### src/rtl/mem_arbiter_pkg.sv
// Shared types for the memory-port arbiter: FSM states, owner codes and the
// winner-selection rule.
package mem_arbiter_pkg;

    typedef enum logic [1:0] {
        ST_IDLE  = 2'd0,
        ST_ISSUE = 2'd1,
        ST_GAP   = 2'd2,
        ST_BUSY  = 2'd3
    } state_e;

    typedef enum logic [1:0] {
        OWN_NONE = 2'b00,
        OWN_CPU  = 2'b01,
        OWN_DMA  = 2'b10
    } owner_e;

    // CPU has priority unless it has used up its streak while DMA waits.
    function automatic logic pick_cpu(input logic cpu_v, input logic dma_v,
                                      input logic streak_full);
        return cpu_v && (!dma_v || !streak_full);
    endfunction

endpackage

### src/rtl/mem_arbiter_if.sv
// Bundle of the CPU-side, DMA-side and memory-side signals of mem_arbiter.
// The slave modport is the arbiter's view, the master modport is the environment's view.
interface mem_arbiter_if #(
    parameter int ADDR_WIDTH = 16,
    parameter int DATA_WIDTH = 16
) ();
    logic                  I_cpu_execute;
    logic                  I_cpu_we;
    logic [ADDR_WIDTH-1:0] I_cpu_addr;
    logic [DATA_WIDTH-1:0] I_cpu_data;
    logic                  O_cpu_mem_ready;
    logic                  O_cpu_data_ready;
    logic [DATA_WIDTH-1:0] O_cpu_data;

    logic                  I_dma_execute;
    logic                  I_dma_we;
    logic [ADDR_WIDTH-1:0] I_dma_addr;
    logic [DATA_WIDTH-1:0] I_dma_data;
    logic                  O_dma_mem_ready;
    logic                  O_dma_data_ready;
    logic [DATA_WIDTH-1:0] O_dma_data;

    logic                  O_mem_execute;
    logic                  O_mem_we;
    logic [ADDR_WIDTH-1:0] O_mem_addr;
    logic [DATA_WIDTH-1:0] O_mem_data;
    logic                  I_mem_ready;
    logic                  I_mem_data_ready;
    logic [DATA_WIDTH-1:0] I_mem_data;

    logic [1:0]            O_owner;

    modport slave (
        input  I_cpu_execute, I_cpu_we, I_cpu_addr, I_cpu_data,
        output O_cpu_mem_ready, O_cpu_data_ready, O_cpu_data,
        input  I_dma_execute, I_dma_we, I_dma_addr, I_dma_data,
        output O_dma_mem_ready, O_dma_data_ready, O_dma_data,
        output O_mem_execute, O_mem_we, O_mem_addr, O_mem_data,
        input  I_mem_ready, I_mem_data_ready, I_mem_data,
        output O_owner
    );

    modport master (
        output I_cpu_execute, I_cpu_we, I_cpu_addr, I_cpu_data,
        input  O_cpu_mem_ready, O_cpu_data_ready, O_cpu_data,
        output I_dma_execute, I_dma_we, I_dma_addr, I_dma_data,
        input  O_dma_mem_ready, O_dma_data_ready, O_dma_data,
        input  O_mem_execute, O_mem_we, O_mem_addr, O_mem_data,
        output I_mem_ready, I_mem_data_ready, I_mem_data,
        input  O_owner
    );
endinterface

### src/rtl/mem_req_slot.sv
// One-entry request slot: captures a request on an execute pulse while empty,
// holds it until the arbiter clears it on completion.
module mem_req_slot
    import mem_arbiter_pkg::*;
#(
    parameter int ADDR_WIDTH = 16,
    parameter int DATA_WIDTH = 16
) (
    input  logic                  clk_i,
    input  logic                  reset_i,
    input  logic                  execute_i,
    input  logic                  we_i,
    input  logic [ADDR_WIDTH-1:0] addr_i,
    input  logic [DATA_WIDTH-1:0] data_i,
    input  logic                  clear_i,
    output logic                  valid_o,
    output logic                  mem_ready_o,
    output logic                  we_o,
    output logic [ADDR_WIDTH-1:0] addr_o,
    output logic [DATA_WIDTH-1:0] data_o
);
    logic                  valid_q, valid_d;
    logic                  we_q, we_d;
    logic [ADDR_WIDTH-1:0] addr_q, addr_d;
    logic [DATA_WIDTH-1:0] data_q, data_d;

    // A pulse against a full slot is dropped; the held request is untouched.
    always_comb begin
        valid_d = valid_q;
        we_d    = we_q;
        addr_d  = addr_q;
        data_d  = data_q;
        if (clear_i) begin
            valid_d = 1'b0;
        end else if (execute_i && !valid_q) begin
            valid_d = 1'b1;
            we_d    = we_i;
            addr_d  = addr_i;
            data_d  = data_i;
        end
    end

    always_ff @(posedge clk_i) begin
        if (reset_i) begin
            valid_q <= 1'b0;
            we_q    <= 1'b0;
            addr_q  <= '0;
            data_q  <= '0;
        end else begin
            valid_q <= valid_d;
            we_q    <= we_d;
            addr_q  <= addr_d;
            data_q  <= data_d;
        end
    end

    assign valid_o     = valid_q;
    assign mem_ready_o = !valid_q;
    assign we_o        = we_q;
    assign addr_o      = addr_q;
    assign data_o      = data_q;
endmodule

### src/rtl/mem_arbiter.sv
// Shares one memory port between CPU and DMA requesters: fixed CPU priority
// with a streak limit that guarantees a waiting DMA request eventually wins.
module mem_arbiter
    import mem_arbiter_pkg::*;
#(
    parameter int ADDR_WIDTH     = 16,
    parameter int DATA_WIDTH     = 16,
    parameter int MAX_CPU_STREAK = 4
) (
    input  logic          I_clk,
    input  logic          I_reset,
    mem_arbiter_if.slave  bus
);
    localparam int SW = (MAX_CPU_STREAK < 1) ? 1 : $clog2(MAX_CPU_STREAK + 1);
    localparam logic [SW-1:0] STREAK_MAX = SW'(MAX_CPU_STREAK);

    logic                  cpu_valid, cpu_clear, cpu_we;
    logic [ADDR_WIDTH-1:0] cpu_addr;
    logic [DATA_WIDTH-1:0] cpu_wdata;
    logic                  dma_valid, dma_clear, dma_we;
    logic [ADDR_WIDTH-1:0] dma_addr;
    logic [DATA_WIDTH-1:0] dma_wdata;

    state_e                state_q, state_d;
    owner_e                owner_q, owner_d;
    logic [SW-1:0]         streak_q, streak_d;
    logic                  mem_we_q, mem_we_d;
    logic [ADDR_WIDTH-1:0] mem_addr_q, mem_addr_d;
    logic [DATA_WIDTH-1:0] mem_data_q, mem_data_d;
    logic [DATA_WIDTH-1:0] cpu_rdata_q, cpu_rdata_d;
    logic [DATA_WIDTH-1:0] dma_rdata_q, dma_rdata_d;
    logic                  cpu_dr_q, cpu_dr_d;
    logic                  dma_dr_q, dma_dr_d;
    logic                  cpu_wins, done;

    mem_req_slot #(.ADDR_WIDTH(ADDR_WIDTH), .DATA_WIDTH(DATA_WIDTH)) u_cpu_slot (
        .clk_i       (I_clk),
        .reset_i     (I_reset),
        .execute_i   (bus.I_cpu_execute),
        .we_i        (bus.I_cpu_we),
        .addr_i      (bus.I_cpu_addr),
        .data_i      (bus.I_cpu_data),
        .clear_i     (cpu_clear),
        .valid_o     (cpu_valid),
        .mem_ready_o (bus.O_cpu_mem_ready),
        .we_o        (cpu_we),
        .addr_o      (cpu_addr),
        .data_o      (cpu_wdata)
    );

    mem_req_slot #(.ADDR_WIDTH(ADDR_WIDTH), .DATA_WIDTH(DATA_WIDTH)) u_dma_slot (
        .clk_i       (I_clk),
        .reset_i     (I_reset),
        .execute_i   (bus.I_dma_execute),
        .we_i        (bus.I_dma_we),
        .addr_i      (bus.I_dma_addr),
        .data_i      (bus.I_dma_data),
        .clear_i     (dma_clear),
        .valid_o     (dma_valid),
        .mem_ready_o (bus.O_dma_mem_ready),
        .we_o        (dma_we),
        .addr_o      (dma_addr),
        .data_o      (dma_wdata)
    );

    assign cpu_wins = pick_cpu(cpu_valid, dma_valid, streak_q == STREAK_MAX);
    assign done     = mem_we_q ? bus.I_mem_ready : bus.I_mem_data_ready;

    always_comb begin
        state_d     = state_q;
        owner_d     = owner_q;
        streak_d    = streak_q;
        mem_we_d    = mem_we_q;
        mem_addr_d  = mem_addr_q;
        mem_data_d  = mem_data_q;
        cpu_rdata_d = cpu_rdata_q;
        dma_rdata_d = dma_rdata_q;
        cpu_dr_d    = 1'b0;
        dma_dr_d    = 1'b0;
        cpu_clear   = 1'b0;
        dma_clear   = 1'b0;
        unique case (state_q)
            ST_IDLE: begin
                if (bus.I_mem_ready && (cpu_valid || dma_valid)) begin
                    state_d = ST_ISSUE;
                    if (cpu_wins) begin
                        owner_d    = OWN_CPU;
                        mem_we_d   = cpu_we;
                        mem_addr_d = cpu_addr;
                        mem_data_d = cpu_wdata;
                        // Streak only grows while DMA is actually being held off.
                        if (!dma_valid)                streak_d = '0;
                        else if (streak_q != STREAK_MAX) streak_d = streak_q + SW'(1);
                    end else begin
                        owner_d    = OWN_DMA;
                        mem_we_d   = dma_we;
                        mem_addr_d = dma_addr;
                        mem_data_d = dma_wdata;
                        streak_d   = '0;
                    end
                end
            end
            ST_ISSUE: state_d = ST_GAP;
            ST_GAP:   state_d = ST_BUSY;
            ST_BUSY: begin
                if (done) begin
                    state_d = ST_IDLE;
                    if (owner_q == OWN_CPU) begin
                        cpu_clear = 1'b1;
                        if (!mem_we_q) begin
                            cpu_rdata_d = bus.I_mem_data;
                            cpu_dr_d    = 1'b1;
                        end
                    end else begin
                        dma_clear = 1'b1;
                        if (!mem_we_q) begin
                            dma_rdata_d = bus.I_mem_data;
                            dma_dr_d    = 1'b1;
                        end
                    end
                end
            end
            default: state_d = ST_IDLE;
        endcase
    end

    always_ff @(posedge I_clk) begin
        if (I_reset) begin
            state_q     <= ST_IDLE;
            owner_q     <= OWN_NONE;
            streak_q    <= '0;
            mem_we_q    <= 1'b0;
            mem_addr_q  <= '0;
            mem_data_q  <= '0;
            cpu_rdata_q <= '0;
            dma_rdata_q <= '0;
            cpu_dr_q    <= 1'b0;
            dma_dr_q    <= 1'b0;
        end else begin
            state_q     <= state_d;
            owner_q     <= owner_d;
            streak_q    <= streak_d;
            mem_we_q    <= mem_we_d;
            mem_addr_q  <= mem_addr_d;
            mem_data_q  <= mem_data_d;
            cpu_rdata_q <= cpu_rdata_d;
            dma_rdata_q <= dma_rdata_d;
            cpu_dr_q    <= cpu_dr_d;
            dma_dr_q    <= dma_dr_d;
        end
    end

    assign bus.O_mem_execute    = (state_q == ST_ISSUE);
    assign bus.O_mem_we         = mem_we_q;
    assign bus.O_mem_addr       = mem_addr_q;
    assign bus.O_mem_data       = mem_data_q;
    assign bus.O_owner          = owner_q;
    assign bus.O_cpu_data       = cpu_rdata_q;
    assign bus.O_cpu_data_ready = cpu_dr_q;
    assign bus.O_dma_data       = dma_rdata_q;
    assign bus.O_dma_data_ready = dma_dr_q;
endmodule

### src/flat_wrapper.sv
// flat-port wrapper written by rule: the top's interface ports become plain ports
module mem_arbiter_flat import mem_arbiter_pkg::*;
#(
    parameter int ADDR_WIDTH     = 16,
    parameter int DATA_WIDTH     = 16,
    parameter int MAX_CPU_STREAK = 4
)
  (I_clk, I_reset, bus_I_cpu_execute, bus_I_cpu_we, bus_I_cpu_addr, bus_I_cpu_data, bus_O_cpu_mem_ready, bus_O_cpu_data_ready, bus_O_cpu_data, bus_I_dma_execute, bus_I_dma_we, bus_I_dma_addr, bus_I_dma_data, bus_O_dma_mem_ready, bus_O_dma_data_ready, bus_O_dma_data, bus_O_mem_execute, bus_O_mem_we, bus_O_mem_addr, bus_O_mem_data, bus_I_mem_ready, bus_I_mem_data_ready, bus_I_mem_data, bus_O_owner);
  mem_arbiter_if #(.ADDR_WIDTH(ADDR_WIDTH), .DATA_WIDTH(DATA_WIDTH)) bus_i ();
  input  logic I_clk;
  input  logic I_reset;
  input wire logic [$bits(bus_i.I_cpu_execute)-1:0] bus_I_cpu_execute;
  input wire logic [$bits(bus_i.I_cpu_we)-1:0] bus_I_cpu_we;
  input wire logic [$bits(bus_i.I_cpu_addr)-1:0] bus_I_cpu_addr;
  input wire logic [$bits(bus_i.I_cpu_data)-1:0] bus_I_cpu_data;
  output wire logic [$bits(bus_i.O_cpu_mem_ready)-1:0] bus_O_cpu_mem_ready;
  output wire logic [$bits(bus_i.O_cpu_data_ready)-1:0] bus_O_cpu_data_ready;
  output wire logic [$bits(bus_i.O_cpu_data)-1:0] bus_O_cpu_data;
  input wire logic [$bits(bus_i.I_dma_execute)-1:0] bus_I_dma_execute;
  input wire logic [$bits(bus_i.I_dma_we)-1:0] bus_I_dma_we;
  input wire logic [$bits(bus_i.I_dma_addr)-1:0] bus_I_dma_addr;
  input wire logic [$bits(bus_i.I_dma_data)-1:0] bus_I_dma_data;
  output wire logic [$bits(bus_i.O_dma_mem_ready)-1:0] bus_O_dma_mem_ready;
  output wire logic [$bits(bus_i.O_dma_data_ready)-1:0] bus_O_dma_data_ready;
  output wire logic [$bits(bus_i.O_dma_data)-1:0] bus_O_dma_data;
  output wire logic [$bits(bus_i.O_mem_execute)-1:0] bus_O_mem_execute;
  output wire logic [$bits(bus_i.O_mem_we)-1:0] bus_O_mem_we;
  output wire logic [$bits(bus_i.O_mem_addr)-1:0] bus_O_mem_addr;
  output wire logic [$bits(bus_i.O_mem_data)-1:0] bus_O_mem_data;
  input wire logic [$bits(bus_i.I_mem_ready)-1:0] bus_I_mem_ready;
  input wire logic [$bits(bus_i.I_mem_data_ready)-1:0] bus_I_mem_data_ready;
  input wire logic [$bits(bus_i.I_mem_data)-1:0] bus_I_mem_data;
  output wire logic [$bits(bus_i.O_owner)-1:0] bus_O_owner;
  assign bus_i.I_cpu_execute = bus_I_cpu_execute;
  assign bus_i.I_cpu_we = bus_I_cpu_we;
  assign bus_i.I_cpu_addr = bus_I_cpu_addr;
  assign bus_i.I_cpu_data = bus_I_cpu_data;
  assign bus_O_cpu_mem_ready = bus_i.O_cpu_mem_ready;
  assign bus_O_cpu_data_ready = bus_i.O_cpu_data_ready;
  assign bus_O_cpu_data = bus_i.O_cpu_data;
  assign bus_i.I_dma_execute = bus_I_dma_execute;
  assign bus_i.I_dma_we = bus_I_dma_we;
  assign bus_i.I_dma_addr = bus_I_dma_addr;
  assign bus_i.I_dma_data = bus_I_dma_data;
  assign bus_O_dma_mem_ready = bus_i.O_dma_mem_ready;
  assign bus_O_dma_data_ready = bus_i.O_dma_data_ready;
  assign bus_O_dma_data = bus_i.O_dma_data;
  assign bus_O_mem_execute = bus_i.O_mem_execute;
  assign bus_O_mem_we = bus_i.O_mem_we;
  assign bus_O_mem_addr = bus_i.O_mem_addr;
  assign bus_O_mem_data = bus_i.O_mem_data;
  assign bus_i.I_mem_ready = bus_I_mem_ready;
  assign bus_i.I_mem_data_ready = bus_I_mem_data_ready;
  assign bus_i.I_mem_data = bus_I_mem_data;
  assign bus_O_owner = bus_i.O_owner;
  mem_arbiter #(.ADDR_WIDTH(ADDR_WIDTH), .DATA_WIDTH(DATA_WIDTH), .MAX_CPU_STREAK(MAX_CPU_STREAK)) u_core (.I_clk(I_clk), .I_reset(I_reset), .bus(bus_i));
endmodule
### config.mk
export PLATFORM = sky130hd
export DESIGN_NAME = mem_arbiter_flat
export DESIGN_NICKNAME = d
export VERILOG_FILES = /design/src/rtl/mem_arbiter_pkg.sv /design/src/rtl/mem_arbiter_if.sv /design/src/rtl/mem_req_slot.sv /design/src/rtl/mem_arbiter.sv /design/src/flat_wrapper.sv
export SDC_FILE = /design/constraint.sdc
export NUM_CORES = 1
export LEC_CHECK = 0
export ABC_AREA = 1
export CORE_AREA = 2 2 157 175
export CTS_CLUSTER_SIZE = 30
export DETAILED_ROUTE_END_ITERATION = 16
export DIE_AREA = 0 0 159 177
export GPL_ROUTABILITY_DRIVEN = 0
export PLACE_DENSITY_LB_ADDON = 0.12
export SLEW_MARGIN = 30
export SYNTH_ARGS = -nofsm -noshare
export SYNTH_HDL_FRONTEND = slang
export SYNTH_SLANG_ARGS = --single-unit
### constraint.sdc
create_clock -name I_clk -period 3.7 [get_ports I_clk]
set_clock_uncertainty 0.15 [all_clocks]
set_input_delay 1.11 -clock I_clk [delete_from_list [all_inputs] [get_ports I_clk]]
set_output_delay 1.11 -clock I_clk [all_outputs]
set_load 0.005 [all_outputs]
==> results of run 1 <==
## final cells by class
| type | instances | share of cell area [%] |
|---|---|---|
| multi-input cells | 649 | 32.27 |
| flip-flops and latches | 142 | 31.74 |
| repair buffers | 176 | 19.41 |
| clock buffers | 20 | 5.208 |
| inverters | 119 | 5.013 |
| well taps | 357 | 4.985 |
| clock inverters | 12 | 1.354 |
| diodes | 1 | 0.02793 |
## sequential cells by signal, summed over array words and instances (netlist names), 2 cells and up
name and count:
u_core.bus.O_mem_addr 16, u_core.streak_q 3, u_core.u_cpu_slot.addr_o 16, u_core.u_cpu_slot.data_o 16
u_core.bus.O_mem_data 16, u_core.u_dma_slot.data_o 16, u_core.state_q 2, u_core.bus.O_owner 2
u_core.bus.O_dma_data 16, u_core.u_dma_slot.addr_o 16, u_core.bus.O_cpu_data 16
## critical path: cells and delay by family, from the launching register on
family	cells	cell delay (ns)
buf+inv	2	0.55
flops	1	0.58
## layout by cell type (no fill, tap or decap), drive strengths merged
| master | netlist | layout |
|---|---|---|
| a21oi | 104 | 104 |
| buf | 38 | 18 |
| bufinv | 0 | 1 |
| clkbuf | 30 | 20 |
| clkdlybuf4s50 | 0 | 158 |
| clkinv | 1 | 1 |
| clkinvlp | 0 | 4 |
| dfxtp | 142 | 142 |
| diode | 0 | 1 |
| ha | 7 | 7 |
| inv | 118 | 125 |
| nand2 | 262 | 262 |
| nand3 | 106 | 106 |
| nand4 | 17 | 17 |
| nor2 | 144 | 144 |
| nor3 | 1 | 1 |
| o211ai | 2 | 2 |
| o21ai | 6 | 6 |
## worst paths after layout
check,end,slack [ns],cells past startpoint
max,bus_O_dma_mem_ready,0.90,2
min,u_core.bus.O_mem_addr[0],0.32,2
max reg2reg,u_core.streak_q[2],1.32,9
min reg2reg,u_core.bus.O_mem_addr[0],0.32,2
## cell families after synthesis
group                    after synthesis  synth area share, %
AND/OR/NAND/NOR                      530                34.10
buffers and inverters                187                12.00
flip-flops                           142                43.78
AO/OA/AOI/OAI                        112                8.767
adder cells (fa/ha/maj)                7                1.349
## report_power, final
part           switching [mW]  internal [mW]  leakage, nW  total [mW]
Clock                   0.723          0.993        0.277        1.72
Sequential             0.0734           1.64         1.16        1.72
Combinational           0.421          0.327         2.60       0.748
Total                    1.22           2.96         4.04        4.18
## routing by layer
layer | share of wire (%) | vias up | global-route usage (%)
met5 | 0 | - | 0
met4 | 1.3 | 0 | 4.621
met3 | 3.7 | 16 | 3.257
met2 | 46 | 123 | 24.09
met1 | 49 | 2777 | 19.52
li1 | - | 3293 | -
==> impl_metrics.tcl, run 1 <==
set metrics [dict create \
    status "finished clean" \
    finalCriticalPeriod_ns 2.797 \
    final_nets 1200 \
    power_density_nw_per_um2 466.5 \
    synth_cell_types 27 \
    ir_worst_vdd_uv 190.2 \
    critical-path-slowest-cell "dfxtp_1" \
    syn_nets 1073 \
    holdBufCountCts 0 \
    seq_area_frac_synth_pct 43.78 \
    port-buffer-count 159 \
    synth_seq_cells 142 \
    placed_cells 1443 \
    multi_input_area_sq_um 2892 \
    cap_violations 0 \
    grt_overflow 0 \
    cts_buffers 17 \
    max_freq_mhz 357.6 \
    synthTopCellsByCount "260 x nand2_1, 142 x dfxtp_1, 142 x nor2_1" \
    setup.worst_path.start_class "flop" \
    synth.area.top_cells "dfxtp_1 44%, nand2_1 15%, nor2_1 8.2%" \
    fin_crit_sh_pct 75.59 \
    final_area_sq_um 8961 \
    max_slew_margin_pct 42.09 \
    p_leak_nw 4.043 \
    avgSynthCellArea_sq_um 6.640 \
    drcViolationCount 0 \
    antenna_left 0 \
    cts_root_buf "clkbuf_16" \
    instances_no_fill 1476 \
    synth-edff-count 0 \
    fillers 2934 \
    synth.most_common_cell "nand2_1" \
    die_w_um 159 \
    required_ns 2.44 \
    hold_start "u_core.bus.O_mem_addr[0]" \
    rows 63 \
    hpwl_um 14000 \
    wl_um 20780 \
    vias 6209 \
    tightest_slew_ns 0.8654 \
    clock_sinks 142 \
    maxSlewViolCount 0 \
    yosysTopAreaCell "dfxtp_1" \
    hold_viol 0 \
    hp-class "reg2reg" \
    path_cells "inv_1, clkdlybuf4s50_1" \
    async_flop_share_pct 0 \
    grt_setup_unrepaired "false" \
    yosysTopAreaCellShare_pct 43.78 \
    clk_pin_slew_worst_paths_ns 0.06 \
    synth_cells 978 \
    setup.worst_path.end_class "primary output" \
    wl_per_cell_um 14.08 \
    coreArea_sq_um 26490 \
    die_area_sq_um 28140 \
    cts_tree "built" \
    vias_per_cell 4.207 \
    grt_antenna_before_repair 1 \
    grt_use_total_pct 14.77 \
    die_y_um 177 \
    clock_latency_ns 0.42 \
    cp_slowest_stage_delay_ns 0.58 \
    seq_area_sq_um 2844 \
    layout_setup_ws_ns 0.9033 \
    drt_iter0_markers 298 \
    p_total_mw 4.180 \
    dpl_cell_area_sq_um 8371 \
    postCtsSetupBuffers 0 \
    synth_warnings 0 \
    dpl_worst_slack_ns 0.5677 \
    grt_pass1_wl_um 32900 \
    firstDrtPassIters 4 \
    initial_core_util_pct 24.52 \
    timing.hold.ws_ns 0.3165 \
    fin_util_pct 33.83 \
    tns_ns 0 \
    grt_max_degree 68 \
    netlist_area_sq_um 6494 \
    grt_pass1_vias 6058 \
    post_route_cells_drive_above_1_share_pct 5.814 \
    clockBufferDepth 2 \
    arrival_ns 1.54 \
    io_pins 160 \
    worst-path-max-fanout 7 \
    path_class "reg2out" \
    synth-main-ff-cell "dfxtp_1" \
    area_delta_synth_final_pct 38.00 \
    setup_viol_count_final 0 \
    r2r_start "u_core.streak_q[0]" \
    post_cts_resized 0 \
    h-tree-depth 4 \
    startpoint "u_core.u_dma_slot.valid_o" \
]
No activity file was read; power rests on OpenSTA's default activity.
==> run 2: changes to the inputs <==
==> constraint.sdc (replaced) <==
create_clock -name I_clk -period 2.3 [get_ports I_clk]
set_clock_uncertainty 0.15 [all_clocks]
set_input_delay 0.69 -clock I_clk [delete_from_list [all_inputs] [get_ports I_clk]]
set_output_delay 0.69 -clock I_clk [all_outputs]
set_load 0.005 [all_outputs]
==> run 2 against run 1 <==
- global-route usage increased by 0.11 points
- worst setup slack got worse by 0.82 ns
- cell area is 3.2% higher
- combinational power rose by 75%
- largest power group is now clock
- sequential share of layout area down 0.96 points
- count of clock-buffer cells in the layout decreased by 1
- worst hold slack lost 0.0034 ns
- sequential cell count is the same
- routed wire length grew 0.19%
- register-to-register slack lost 0.87 ns
==> impl_metrics.tcl, run 2 (same netlist as run 1, synthesis figures left out) <==
set metrics [dict create \
    io_pins 160 \
    grt_overflow 0 \
    grt_pass1_vias 5962 \
    path_cells "clkdlybuf4s50_1" \
    cts_tree "built" \
    drt_iter0_markers 320 \
    hold_viol 0 \
    grt_pass1_wl_um 32880 \
    p_leak_nw 4.198 \
    area_delta_synth_final_pct 42.43 \
    path_class "reg2out" \
    grt_max_degree 41 \
    die_area_sq_um 28140 \
    arrival_ns 1.38 \
    h-tree-depth 4 \
    antenna_cells 0 \
    worst-path-max-fanout 4 \
    hpwl_um 14770 \
    grt_use_total_pct 14.88 \
    cap_violations 0 \
    initial_core_util_pct 24.52 \
    post_route_cells_drive_above_1_share_pct 7.319 \
    setup_viol_count_final 0 \
    dpl_cell_area_sq_um 8641 \
    critical-path-slowest-cell "clkdlybuf4s50_1" \
    instances_no_fill 1491 \
    tightest_slew_ns 0.4794 \
    postCtsSetupBuffers 0 \
    port-buffer-count 159 \
    clockBufferDepth 2 \
    worst-path-buf-inv 1 \
    antenna_left 0 \
    firstDrtPassIters 4 \
    coreArea_sq_um 26490 \
    die_w_um 159 \
    status "finished clean" \
    layout_setup_ws_ns 0.08498 \
    finalCriticalPeriod_ns 2.215 \
    cts_buffers 17 \
    clock_latency_ns 0.42 \
    ir_worst_vdd_uv 323.6 \
    rows 63 \
    dpl_worst_slack_ns -0.01070 \
    path_delay_family "buffers and inverters" \
    die_y_um 177 \
    drcViolationCount 0 \
    vias 6334 \
    hp-class "reg2reg" \
    cp_slowest_stage_delay_ns 0.59 \
    required_ns 1.46 \
    max_freq_mhz 451.5 \
    clk_pin_slew_worst_paths_ns 0.07 \
    vias_per_cell 4.248 \
    wl_per_cell_um 13.96 \
    r2r_slack_ns 0.45 \
    maxSlewViolCount 0 \
    wl_um 20820 \
    grt_antenna_before_repair 0 \
    final_nets 1216 \
    cts_root_buf "clkbuf_16" \
    final_common_cell "nand2_1" \
    holdBufCountCts 0 \
    placed_cells 1459 \
    final_area_sq_um 9249 \
    final_cell_mix "260 x nand2_1, 157 x clkdlybuf4s50_1, 140 x nor2_1, 139 x dfxtp_1, 115 x inv_1" \
    max_slew_margin_pct 68.04 \
    setup.worst_path.end_class "primary output" \
    fin_crit_sh_pct 96.31 \
    clock_sinks 142 \
    setup.worst_path.start_class "flop" \
    power_density_nw_per_um2 749.1 \
    p_total_mw 6.929 \
    grt_setup_unrepaired "false" \
]
run 2: cell types whose count changed in the layout (fill, tap and decap cells not counted), sizes merged, moves of 2 or more:
cell	delta
buf	+16
clkinvlp	-2
inv	-4
clkinv	+5
bufinv	+2
run 2: layout make-up:
| type | count | area, sq um |
|---|---|---|
| clock buffer | 19 | 442.9 |
| clock inverter | 13 | 163.9 |
| sequential | 142 | 2846 |
| multi-input combinational | 649 | 2892 |
| tap | 357 | 446.7 |
| fill | 2967 | 17240 |
| inverter | 119 | 449.2 |
| timing repair buffer | 192 | 2008 |
run 2: metrics by stage:
| step | util [%] | setup TNS, ns | hold WS (ns) |
|---|---|---|---|
| 3_5_place_dp | 32.62 | -0.01764 | 0.3050 |
| 2_1_floorplan | - | 0 | 0.3019 |
| 3_3_place_gp | 32.62 | 0 | 0.3025 |
| 6_report | 34.92 | 0 | 0.3130 |
| 5_1_grt | 34.92 | 0 | 0.3322 |
| 4_1_cts | 34.92 | 0 | 0.3146 |
run 2: per-layer routing:
metal / GRT usage [%] / vias to the layer above / wire, um
met4: 4.242 / 0 / 211
met1: 19.99 / 2862 / 10250
met2: 24.47 / 133 / 9625
met5: 0 / - / 0
li1: - / 3329 / -
met3: 2.741 / 10 / 731
run 2: tightest hold or removal path: cells and delay by family, from the launching register on:
| kind | cells | cell delay (ns) |
|---|---|---|
| AO/OA/AOI/OAI | 1 | 0.05 |
| flip-flops | 1 | 0.31 |
| AND/OR/NAND/NOR | 1 | 0.06 |
run 2: what timing repair did:
item | CTS | global route
endpoints found under the hold margin | 0 | 0
endpoints found under the setup margin | 1 | 1
cloned | 0 | 0
resized for setup | 3 | 1
pin swaps | 0 | 0
run 2: path summary, 6_finish.rpt:
path         cells past startpoint                      start                   endpoint
max reg2reg                      8         u_core.streak_q[0]  u_core.bus.O_mem_data[12]
min reg2reg                      2  u_core.bus.O_mem_addr[10]  u_core.bus.O_mem_addr[10]
min                              2  u_core.bus.O_mem_addr[10]  u_core.bus.O_mem_addr[10]
max                              1      u_core.bus.O_owner[0]             bus_O_owner[0]
run 2: power breakdown:
group,total [mW],switching [mW],internal (mW)
Sequential,2.76,0.117,2.64
Clock,2.86,1.12,1.74
Combinational,1.31,0.702,0.609
==> run 3: changes to the inputs <==
--- a/config.mk
+++ b/config.mk
@@ -7,7 +7,7 @@
 export LEC_CHECK = 0
 export ABC_AREA = 1
 export CORE_AREA = 2 2 157 175
-export CTS_CLUSTER_SIZE = 30
+export CTS_CLUSTER_SIZE = 40
 export DETAILED_ROUTE_END_ITERATION = 16
 export DIE_AREA = 0 0 159 177
 export GPL_ROUTABILITY_DRIVEN = 0
==> results of run 3 <==
No change in the layout: final DEF, timing and power equal those of run 2.
